[config.mk]
export PLATFORM = sky130hd
export DESIGN_NAME = uart_rx_flat
export DESIGN_NICKNAME = d
export VERILOG_FILES = /design/src/rtl/uart_rx_if.sv /design/src/rtl/uart_rx.sv /design/src/flat_wrapper.sv
export SDC_FILE = /design/constraint.sdc
export NUM_CORES = 1
export LEC_CHECK = 0
export CORE_MARGIN = 2
export CORE_UTILIZATION = 55
export DETAILED_ROUTE_END_ITERATION = 8
export DONT_BUFFER_PORTS = 1
export PLACE_DENSITY = 0.76
export REMOVE_ABC_BUFFERS = 1
export SETUP_SLACK_MARGIN = 0.4
export SYNTH_ARGS = -nofsm -noshare
export SYNTH_HDL_FRONTEND = slang
export SYNTH_SLANG_ARGS = --single-unit
[constraint.sdc]
create_clock -name clk -period 2.1 [get_ports clk]
set_input_delay 0.21 -clock clk [delete_from_list [all_inputs] [get_ports clk]]
set_output_delay 0.21 -clock clk [all_outputs]
set_load 0.01 [all_outputs]
[src/rtl/uart_rx_if.sv]
// Output side of the UART receiver: received byte with a valid/ready handshake
// plus the framing-error, overrun and busy status lines.
interface uart_rx_if;
    logic [7:0] m_data;
    logic       m_valid;
    logic       m_ready;
    logic       frame_err;
    logic       overrun;
    logic       busy;

    modport master (
        output m_data,
        output m_valid,
        output frame_err,
        output overrun,
        output busy,
        input  m_ready
    );

    modport slave (
        input  m_data,
        input  m_valid,
        input  frame_err,
        input  overrun,
        input  busy,
        output m_ready
    );
endinterface

[src/rtl/uart_rx.sv]
// 8N1 UART receiver: synchronizes the line, samples mid-bit with a bit-period
// counter and holds each good byte in a one-entry valid/ready output register.
module uart_rx #(
    parameter int unsigned CLKS_PER_BIT = 200
) (
    input  logic      clk,
    input  logic      rst_n,
    input  logic      rx_in,
    uart_rx_if.master m
);
    localparam int unsigned CNT_W = (CLKS_PER_BIT > 1) ? $clog2(CLKS_PER_BIT) : 1;
    localparam int unsigned HALF  = CLKS_PER_BIT / 2;
    localparam logic [CNT_W-1:0] HALF_M1 = CNT_W'(HALF - 1);
    localparam logic [CNT_W-1:0] FULL_M1 = CNT_W'(CLKS_PER_BIT - 1);

    typedef enum logic [2:0] {
        IDLE,
        START,
        DATA,
        STOP,
        BRK
    } state_e;

    state_e           state_q, state_d;
    logic [1:0]       sync_q;
    logic [CNT_W-1:0] cnt_q, cnt_d;
    logic [2:0]       idx_q, idx_d;
    logic [7:0]       shift_q, shift_d;
    logic [7:0]       data_q, data_d;
    logic             valid_q, valid_d;
    logic             ferr_q, ferr_d;
    logic             ovr_q, ovr_d;
    logic             rx_s;
    logic             half_tick;
    logic             full_tick;

    assign rx_s      = sync_q[1];
    assign half_tick = (cnt_q == HALF_M1);
    assign full_tick = (cnt_q == FULL_M1);

    always_ff @(posedge clk) begin
        if (!rst_n) begin
            state_q <= IDLE;
        end else begin
            state_q <= state_d;
        end
    end

    always_comb begin
        state_d = state_q;
        case (state_q)
            IDLE:    if (!rx_s) state_d = START;
            START:   if (half_tick) state_d = rx_s ? IDLE : DATA;
            DATA:    if (full_tick && (idx_q == 3'd7)) state_d = STOP;
            STOP:    if (full_tick) state_d = rx_s ? IDLE : BRK;
            BRK:     if (rx_s) state_d = IDLE;
            default: state_d = IDLE;
        endcase
    end

    // A good frame is delivered only if the register is empty or being drained
    // on this very edge; otherwise the new byte is dropped and overrun pulses.
    always_comb begin
        cnt_d   = cnt_q + 1'b1;
        idx_d   = idx_q;
        shift_d = shift_q;
        data_d  = data_q;
        valid_d = valid_q && !m.m_ready;
        ferr_d  = 1'b0;
        ovr_d   = 1'b0;
        case (state_q)
            IDLE: begin
                cnt_d = '0;
            end
            START: begin
                if (half_tick) begin
                    cnt_d = '0;
                    idx_d = '0;
                end
            end
            DATA: begin
                if (full_tick) begin
                    cnt_d   = '0;
                    shift_d = {rx_s, shift_q[7:1]};
                    idx_d   = idx_q + 3'd1;
                end
            end
            STOP: begin
                if (full_tick) begin
                    cnt_d = '0;
                    if (rx_s) begin
                        if (!valid_q || m.m_ready) begin
                            data_d  = shift_q;
                            valid_d = 1'b1;
                        end else begin
                            ovr_d = 1'b1;
                        end
                    end else begin
                        ferr_d = 1'b1;
                    end
                end
            end
            BRK: begin
                cnt_d = '0;
            end
            default: begin
                cnt_d = '0;
            end
        endcase
    end

    // Synchronizer resets to idle-high so leaving reset never looks like a start bit.
    always_ff @(posedge clk) begin
        if (!rst_n) begin
            sync_q  <= 2'b11;
            cnt_q   <= '0;
            idx_q   <= '0;
            shift_q <= '0;
            data_q  <= '0;
            valid_q <= 1'b0;
            ferr_q  <= 1'b0;
            ovr_q   <= 1'b0;
        end else begin
            sync_q  <= {sync_q[0], rx_in};
            cnt_q   <= cnt_d;
            idx_q   <= idx_d;
            shift_q <= shift_d;
            data_q  <= data_d;
            valid_q <= valid_d;
            ferr_q  <= ferr_d;
            ovr_q   <= ovr_d;
        end
    end

    assign m.m_data    = data_q;
    assign m.m_valid   = valid_q;
    assign m.frame_err = ferr_q;
    assign m.overrun   = ovr_q;
    assign m.busy      = (state_q != IDLE);
endmodule
[src/flat_wrapper.sv]
// flat-port wrapper written by rule: the top's interface ports become plain ports
module uart_rx_flat 
#(
    parameter int unsigned CLKS_PER_BIT = 200
)
  (clk, rst_n, rx_in, m_m_data, m_m_valid, m_frame_err, m_overrun, m_busy, m_m_ready);
  uart_rx_if m_i ();
  input  logic clk;
  input  logic rst_n;
  input  logic rx_in;
  output wire logic [$bits(m_i.m_data)-1:0] m_m_data;
  output wire logic [$bits(m_i.m_valid)-1:0] m_m_valid;
  output wire logic [$bits(m_i.frame_err)-1:0] m_frame_err;
  output wire logic [$bits(m_i.overrun)-1:0] m_overrun;
  output wire logic [$bits(m_i.busy)-1:0] m_busy;
  input wire logic [$bits(m_i.m_ready)-1:0] m_m_ready;
  assign m_m_data = m_i.m_data;
  assign m_m_valid = m_i.m_valid;
  assign m_frame_err = m_i.frame_err;
  assign m_overrun = m_i.overrun;
  assign m_busy = m_i.busy;
  assign m_i.m_ready = m_m_ready;
  uart_rx #(.CLKS_PER_BIT(CLKS_PER_BIT)) u_core (.clk(clk), .rst_n(rst_n), .rx_in(rx_in), .m(m_i));
endmodule
Word-level counts from Yosys, hierarchy flattened --
Cells that the tools add are included.
Operators by class: add/subtract/negate cells 2, equality and inequality tests 13, mux-type cells 20, reductions and logical operators 15
Operators with widths (number):
- $mux 3 | 8
- $mux 8 | 2
- $pmux 8 s2 | 1
- $pmux 3 s5 | 1
- $ne 2x1->1 const B | 5
- $add 8x1->8 const B | 1
- $eq 8x7->1 const B | 1
- $eq 8x8->1 const B | 1
- $reduce_and 4->1 | 2
- $eq 3x2->1 const B | 2
- $eq 3x3->1 const B | 2
- $mux 1 | 6
- $pmux 3 s2 | 1
- $reduce_and 3->1 | 2
- $reduce_and 5->1 | 1
- $add 3x1->3 const B | 1
- $eq 3x1->1 const B | 1
- $logic_not 3->1 | 1
- $reduce_bool 3->1 | 1
- $logic_and 1x1->1 | 2
- $logic_not 1->1 | 2
- $mux 2 | 1
- $ne 2x2->1 const B | 1
- $reduce_and 2->1 | 1
- 3 further kinds | 3
Storage, ports and cells: register bits 35, output and inout bits 12

Longest topological paths before layout --
Gate-level depths: netlist (run 1).
word-level depth 6, depth in mapped cells 8

Least setup slack after synthesis (run 1) --
No wires, ideal clock.
path type register to register, start reg u_core.cnt_q[0], end reg u_core.state_q[1], setup time 0.122 ns, data arrival time 1.844 ns, required time 1.978 ns, slack 0.134 ns, cell stages (with the launch flop) 7, buffers on the path 0, clock period less this slack 1.966 ns, path through dfxtp_1 ha_1 or4b_1 o31ai_2 o21a_1 nand2_2 o311a_1
On the way: word-level cells in the longest chain between the ends 4
RTL lines:
- start: declaration | line uart_rx.sv:26 | logic [CNT_W-1:0] cnt_q, cnt_d;
- start signal: assignment | line uart_rx.sv:125 | cnt_q <= cnt_d;
- $eq 8x8->1 | line uart_rx.sv:39 | assign full_tick = (cnt_q == FULL_M1);
- $logic_and 1x1->1 | line uart_rx.sv:54 | DATA: if (full_tick && (idx_q == 3'd7)) state_d = STOP;
- $ne 2x1->1 (no line)
- $reduce_and 5->1 (no line) *
- end signal: assignment | line uart_rx.sv:45 | state_q <= state_d;
- end: declaration | line uart_rx.sv:24 | state_e state_q, state_d;
Mark *: on every way between the ends. The rest lies on a longest branch, timed or not. A chain may end at the register's enable or synchronous reset.

Worst setup path after layout (run 1) --
Ends and elaborated chain as after synthesis.

==> results of run 1 <==
## cell families after synthesis
| kind of cell | Yosys count | share of synthesized area, % |
|---|---|---|
| AND/OR/NAND/NOR | 76 | 28.3 |
| flip-flops | 35 | 44.6 |
| buffers and inverters | 13 | 5.10 |
| AO/OA/AOI/OAI | 19 | 9.24 |
| adder cells (fa/ha/maj) | 3 | 2.39 |
| multiplexers | 11 | 7.01 |
| XOR/XNOR | 6 | 3.35 |
## through the flow
step	area (sq um)	hold WS, ns	utilization [%]	cells
floorplan	1500	0.283	-	153
global placement	1590	0.288	58.0	190
detailed placement	1590	0.289	58.0	190
CTS	1750	-0.0139	64.1	206
global route	1860	0.00216	67.9	209
finish	1860	-0.00974	67.9	209
## flip-flops by register name, summed over array words and instances, names as in the netlist
register	cells
u_core.cnt_q	8
u_core.m.m_data	8
u_core.m.m_valid	1
u_core.idx_q	3
u_core.shift_q	8
u_core.state_q	3
u_core.sync_q	2
u_core.m.frame_err	1
u_core.m.overrun	1
## report_power, final
group	leakage [nW]	total, W	switching [W]	internal, W
Clock	0.0282	0.000360	0.000231	0.000129
Combinational	0.356	0.000301	0.000150	0.000150
Sequential	0.285	0.000708	0.0000240	0.000684
Total	0.669	0.00137	0.000405	0.000963
## routing by layer
layer	track usage [%]	vias up	part of all wire [%]
met4	8.31	0	1.7
met2	31.5	35	51
li1	-	580	-
met3	7.03	8	5.5
met5	0	-	0
met1	23.9	569	42
## area by class of cell
class,instances,area [sq um]
multi-input combinational,115,885
fill,213,878
sequential,35,709
timing repair buffer,17,158
clock buffer,6,41.3
tap,31,38.8
clock inverter,2,12.5
inverter,3,11.3
## synthesized netlist by cell type
library cell / number / share of area, %
a211o_1: 1 / 0.56
a21boi_0: 7 / 3.3
a21o_1: 2 / 0.96
a21oi_1: 4 / 1.3
and2_4: 1 / 0.56
and3_1: 1 / 0.40
and3_2: 3 / 1.4
and4b_1: 1 / 0.64
and4b_4: 1 / 0.88
buf_1: 1 / 0.24
buf_2: 1 / 0.32
buf_4: 1 / 0.48
buf_6: 3 / 2.2
clkbuf_1: 3 / 0.72
clkbuf_4: 1 / 0.48
dfxtp_1: 35 / 45
ha_1: 3 / 2.4
inv_1: 3 / 0.72
mux2i_1: 11 / 7.0
nand2_1: 16 / 3.8
nand2_2: 1 / 0.40
nand2b_1: 2 / 0.80
nand3_1: 11 / 3.5
nor2_1: 7 / 1.7
nor2_2: 6 / 2.4
nor2_4: 1 / 0.72
nor2b_1: 14 / 5.6
nor3_1: 1 / 0.32
nor3b_1: 3 / 1.4
nor3b_2: 1 / 0.80
nor4_1: 2 / 0.80
o21a_1: 2 / 0.96
o311a_1: 1 / 0.64
o31ai_2: 1 / 0.80
o41a_1: 1 / 0.72
or2b_1: 1 / 0.48
or3_1: 1 / 0.40
or4b_1: 2 / 1.3
xnor2_1: 2 / 1.1
xor2_1: 4 / 2.2
## timing repair
action	CTS	global route
endpoints found under the setup margin	21	22
hold buffers	3	1
resized for setup	11	19
pin swaps	11	7
endpoints found under the hold margin	15	10
buffers inserted	5	2
## worst max-delay path, stage by stage, from the launching register on
cell,delay (ns)
dfxtp_4,0.37
ha_4,0.14
or4b_4,0.49
o31ai_4,0.21
o21a_1,0.20
nand2_2,0.07
o311a_1,0.29
## worst max-delay path by stage
stage                              end  slack [ns]
floorplan           u_core.m.m_data[0]        0.12
global placement     u_core.state_q[1]        0.12
detailed placement   u_core.state_q[1]        0.04
CTS                    u_core.cnt_q[5]        0.23
global route         u_core.state_q[1]        0.16
finish               u_core.state_q[1]        0.23
==> results.md, run 1 <==
* Status: complete, but fails checks
* Failing checks: hold timing
* Worst hold path class: input port to register
* Hold WS at -0.00974 ns
* Syn_area_per_cell at 9.63 sq um
* Critical path startpoint: u_core.cnt_q[0]
* Leakage power at 0.669 nW
* Number of vias per cell at 5.70
* Most common cell after layout, fill and taps aside: dfxtp_1
* FF+latch count, synth at 35
* Nets@finish at 184
* Starting Density at 57.4%
* Initial antenna violation count at 0
* Commonest non-fill, non-tap cells in the layout: dfxtp_1, nand2_1, nor2b_1
* Worst Skew at 0.0108 ns
* Total GRT Usage at 19.7%
* DRC at 0
* Clock H-tree levels at 2
* Max Cap Violations at 0
* Core area at 2730 sq um
* First-pass GRT wire length at 5010 um
* CTS tree: yes
* Power Total at 0.00137 W
* Post-Synthesis Cells at 163
* Peak supply drop at 0.000610 V
* Vias at 1192
* TritonCTS Buffers at 5
* Startpoint class of the critical path: register
* Share of cells above drive strength 1 at 27.5%
* Vias in the first global route at 1126
* Crit path kind: register to register
* Sink Count at 35
* Final ANT Viol Nets at 0
* WHS Path Cells at 1
* IO Count at 16
* FMAX at 534 MHz
* CP arrival at 2.10 ns
* Port Buf Inserts at 0
* Critical-path maximum fanout at 3
* R2R setup slack at 0.23 ns
* RSZ-0062 raised after global routing: yes
* Worst Setup End Kind: register
* Fraction of the cycle the final worst path needs at 89.1%
* Setup violators final at 0
* Max-slew violation count at 0
* Skew-Pair Late Insertion Delay at 0.35 ns
* Die H at 57.4 um
* Die Wd at 57.4 um
* Drt total wl at 3110 um
* Hold Violations, Final at 3
* Antenna cell count at 0
* GPL Wtd Cong at 0.823
* Reg2reg path depth at 6
* Pwr dens at 737 nW/um^2
* Root buffer cell: clkbuf_4
* Worst relative slew slack at 74.3%
* Worst r2r dst: u_core.state_q[1]
* CTS clk-pin slew, worst paths at 0.11 ns
* Gr ovfl total at 0
* Final setup TNS at 0 ns
* Unique masters post-synth at 40
* Clk buf depth at 2
* FP Rows at 19
* Hold EP: u_core.m.m_data[5]
* Avg WL per Cell at 14.9 um
* Critical Path RT at 2.33 ns
* Hold path start: rst_n
* Setup slack at placement at 0.0380 ns
* Largest net degree at the start of global routing at 32
* Yosys warnings at 0
* Sequential cell area fraction in the yosys report at 44.6%
* DP HPWL at 1800 um
* Worst slew pin tran at 0.382 ns
* Cell Area, Synth at 1570 sq um
* Tmin final at 1.87 ns
* Worst R2R Start: u_core.cnt_q[0]
* DRT iter0 DRCs at 62
* Die area at 3300 sq um
* DRT Pass-1 Iters at 4
* Setup slack after layout at 0.228 ns
* Area delta synth->final at 18.2%
Note: power is estimated with default switching activity, not from simulation.
==> inputs of run 2 (changes only) <==
- CORE_MARGIN: 2 -> 4
==> results.md, run 2 (same netlist as run 1, synthesis figures left out) <==
* Most common cell after layout, fill and taps aside: dfxtp_1
* Worst R2R Start: u_core.cnt_q[0]
* Die H at 61.4 um (+7.0%)
* First-pass GRT wire length at 4770 um (-4.7%)
* Hold path start: rst_n
* Starting Density at 57.4% (unchanged)
* Worst Skew at 0.0102 ns (-0.000626 ns)
* Antenna cell count at 0 (unchanged)
* Vias at 1186 (-0.50%)
* Area delta synth->final at 17.4%
* DRT Pass-1 Iters at 4 (unchanged)
* CTS tree: yes
* Drt total wl at 3090 um (-0.48%)
* Status: finished clean
* Leakage power at 0.675 nW (+0.92%)
* Commonest non-fill, non-tap cells in the layout: dfxtp_1, nand2_1, nor2b_1
* Sink Count at 35 (unchanged)
* Power Total at 0.00134 W (-1.9%)
* Vias in the first global route at 1147 (+1.9%)
* Die area at 3770 sq um (+14%)
* Skew-Pair Late Insertion Delay at 0.34 ns (about the same)
* Pwr dens at 728 nW/um^2 (-1.3%)
* Final ANT Viol Nets at 0 (unchanged)
* Worst Setup End Kind: register
* Worst r2r dst: u_core.state_q[1]
* Crit path kind: register to register
* Worst relative slew slack at 71.8% (-2.5 points)
* DRC at 0 (unchanged)
* Worst slew pin tran at 0.421 ns (+0.0391 ns)
* Worst hold path class: input port to register
* Gr ovfl total at 0 (unchanged)
* Critical Path RT at 2.33 ns (about the same)
* Avg WL per Cell at 14.7 um (-0.96%)
* CP arrival at 2.13 ns (+0.03 ns)
* Final setup TNS at 0 ns (unchanged)
* FMAX at 527 MHz (-1.3%)
* Setup violators final at 0 (unchanged)
* Max-slew violation count at 0 (unchanged)
* Peak supply drop at 0.000722 V (+18%)
* Largest net degree at the start of global routing at 32 (unchanged)
* R2R setup slack at 0.20 ns (-0.02 ns)
* GPL Wtd Cong at 0.760 (-7.7%)
* Share of cells above drive strength 1 at 26.8% (-0.71 points)
* FILL cells at 220 (+3.3%)
* Root buffer cell: clkbuf_4
* TritonCTS Buffers at 5 (unchanged)
* RSZ-0062 raised after global routing: yes
* Core area at 2730 sq um (unchanged)
* Number of vias per cell at 5.65 (-0.98%)
* Port Buf Inserts at 0 (unchanged)
* Die Wd at 61.4 um (+7.0%)
* Hold Violations, Final at 0 (-3)
* Total GRT Usage at 17.7% (-1.9 points)
* Tmin final at 1.90 ns (+0.0242 ns)
* Initial antenna violation count at 0 (unchanged)
* Critical-path maximum fanout at 4 (+1)
* End point of the critical path: u_core.state_q[1]
* Clk buf depth at 2 (unchanged)
* Clock H-tree levels at 2 (unchanged)
* Startpoint class of the critical path: register
* IO Count at 16 (unchanged)
* WHS Path Cells at 2 (+1)
* Critical path startpoint: u_core.cnt_q[0]
* CTS clk-pin slew, worst paths at 0.10 ns (about the same)
* Max Cap Violations at 0 (unchanged)
* Reg2reg path depth at 6 (unchanged)
* Fraction of the cycle the final worst path needs at 90.3% (+1.2 points)
* Nets@finish at 185 (+0.54%)
* DRT iter0 DRCs at 41 (-34%)
* FP Rows at 19 (unchanged)
* DP HPWL at 1800 um (about the same)
run 2: power by group:
part	switching (W)	internal, W
clock	0.000221	0.000124
sequential	0.0000250	0.000684
combinational	0.000149	0.000139
run 2: critical path, cell delays in order (launching register included):
cell	delay (ns)
dfxtp_4	0.38
ha_4	0.15
or4b_4	0.48
o31ai_4	0.19
o21a_1	0.19
nand2_2	0.07
o311a_1	0.34
run 2: worst min-delay path by stage:
stage / to / slack (ns)
2_1_floorplan: u_core.sync_q[0] / 0.28
3_3_place_gp: u_core.sync_q[0] / 0.29
3_5_place_dp: u_core.sync_q[0] / 0.29
4_1_cts: u_core.m.m_valid / -0.03
5_1_grt: u_core.shift_q[1] / 0.002
6_report: u_core.state_q[2] / 0.001
run 2: metrics by stage:
stage | setup WS (ns) | area (sq um) | hold WS (ns) | instances | utilization (%)
3_3_place_gp | 0.111 | 1590 | 0.287 | 190 | 58.0
3_5_place_dp | 0.0402 | 1590 | 0.291 | 190 | 58.0
6_report | 0.204 | 1840 | 0.000962 | 210 | 67.4
4_1_cts | 0.201 | 1760 | -0.0295 | 206 | 64.5
5_1_grt | 0.147 | 1840 | 0.00226 | 210 | 67.4
2_1_floorplan | 0.122 | 1500 | 0.283 | 153 | -
run 2: layer usage:
metal	vias to the layer above	wire (um)	GRT usage (%)
met4	0	87	12.1
li1	584	-	-
met3	9	133	7.34
met5	-	0	0
met1	569	1300	18.5
met2	24	1570	29.0
run 2: layout make-up:
type                    instances  area, sq um  area share [%]
inverters                       3         11.3           0.611
clock buffers                   5         37.5            2.04
clock inverters                 3         15.0           0.815
well taps                      31         38.8            2.10
flip-flops and latches         35          708            38.4
multi-input cells             115          867            47.0
repair buffers                 18          165            8.96
run 2: repair_timing:
item | in CTS | in global routing
setup endpoints to repair | 22 | 25
hold buffers | 4 | 2
setup buffers | 4 | 2
pin swaps | 6 | 9
resized for setup | 13 | 12
endpoints found under the hold margin | 19 | 14
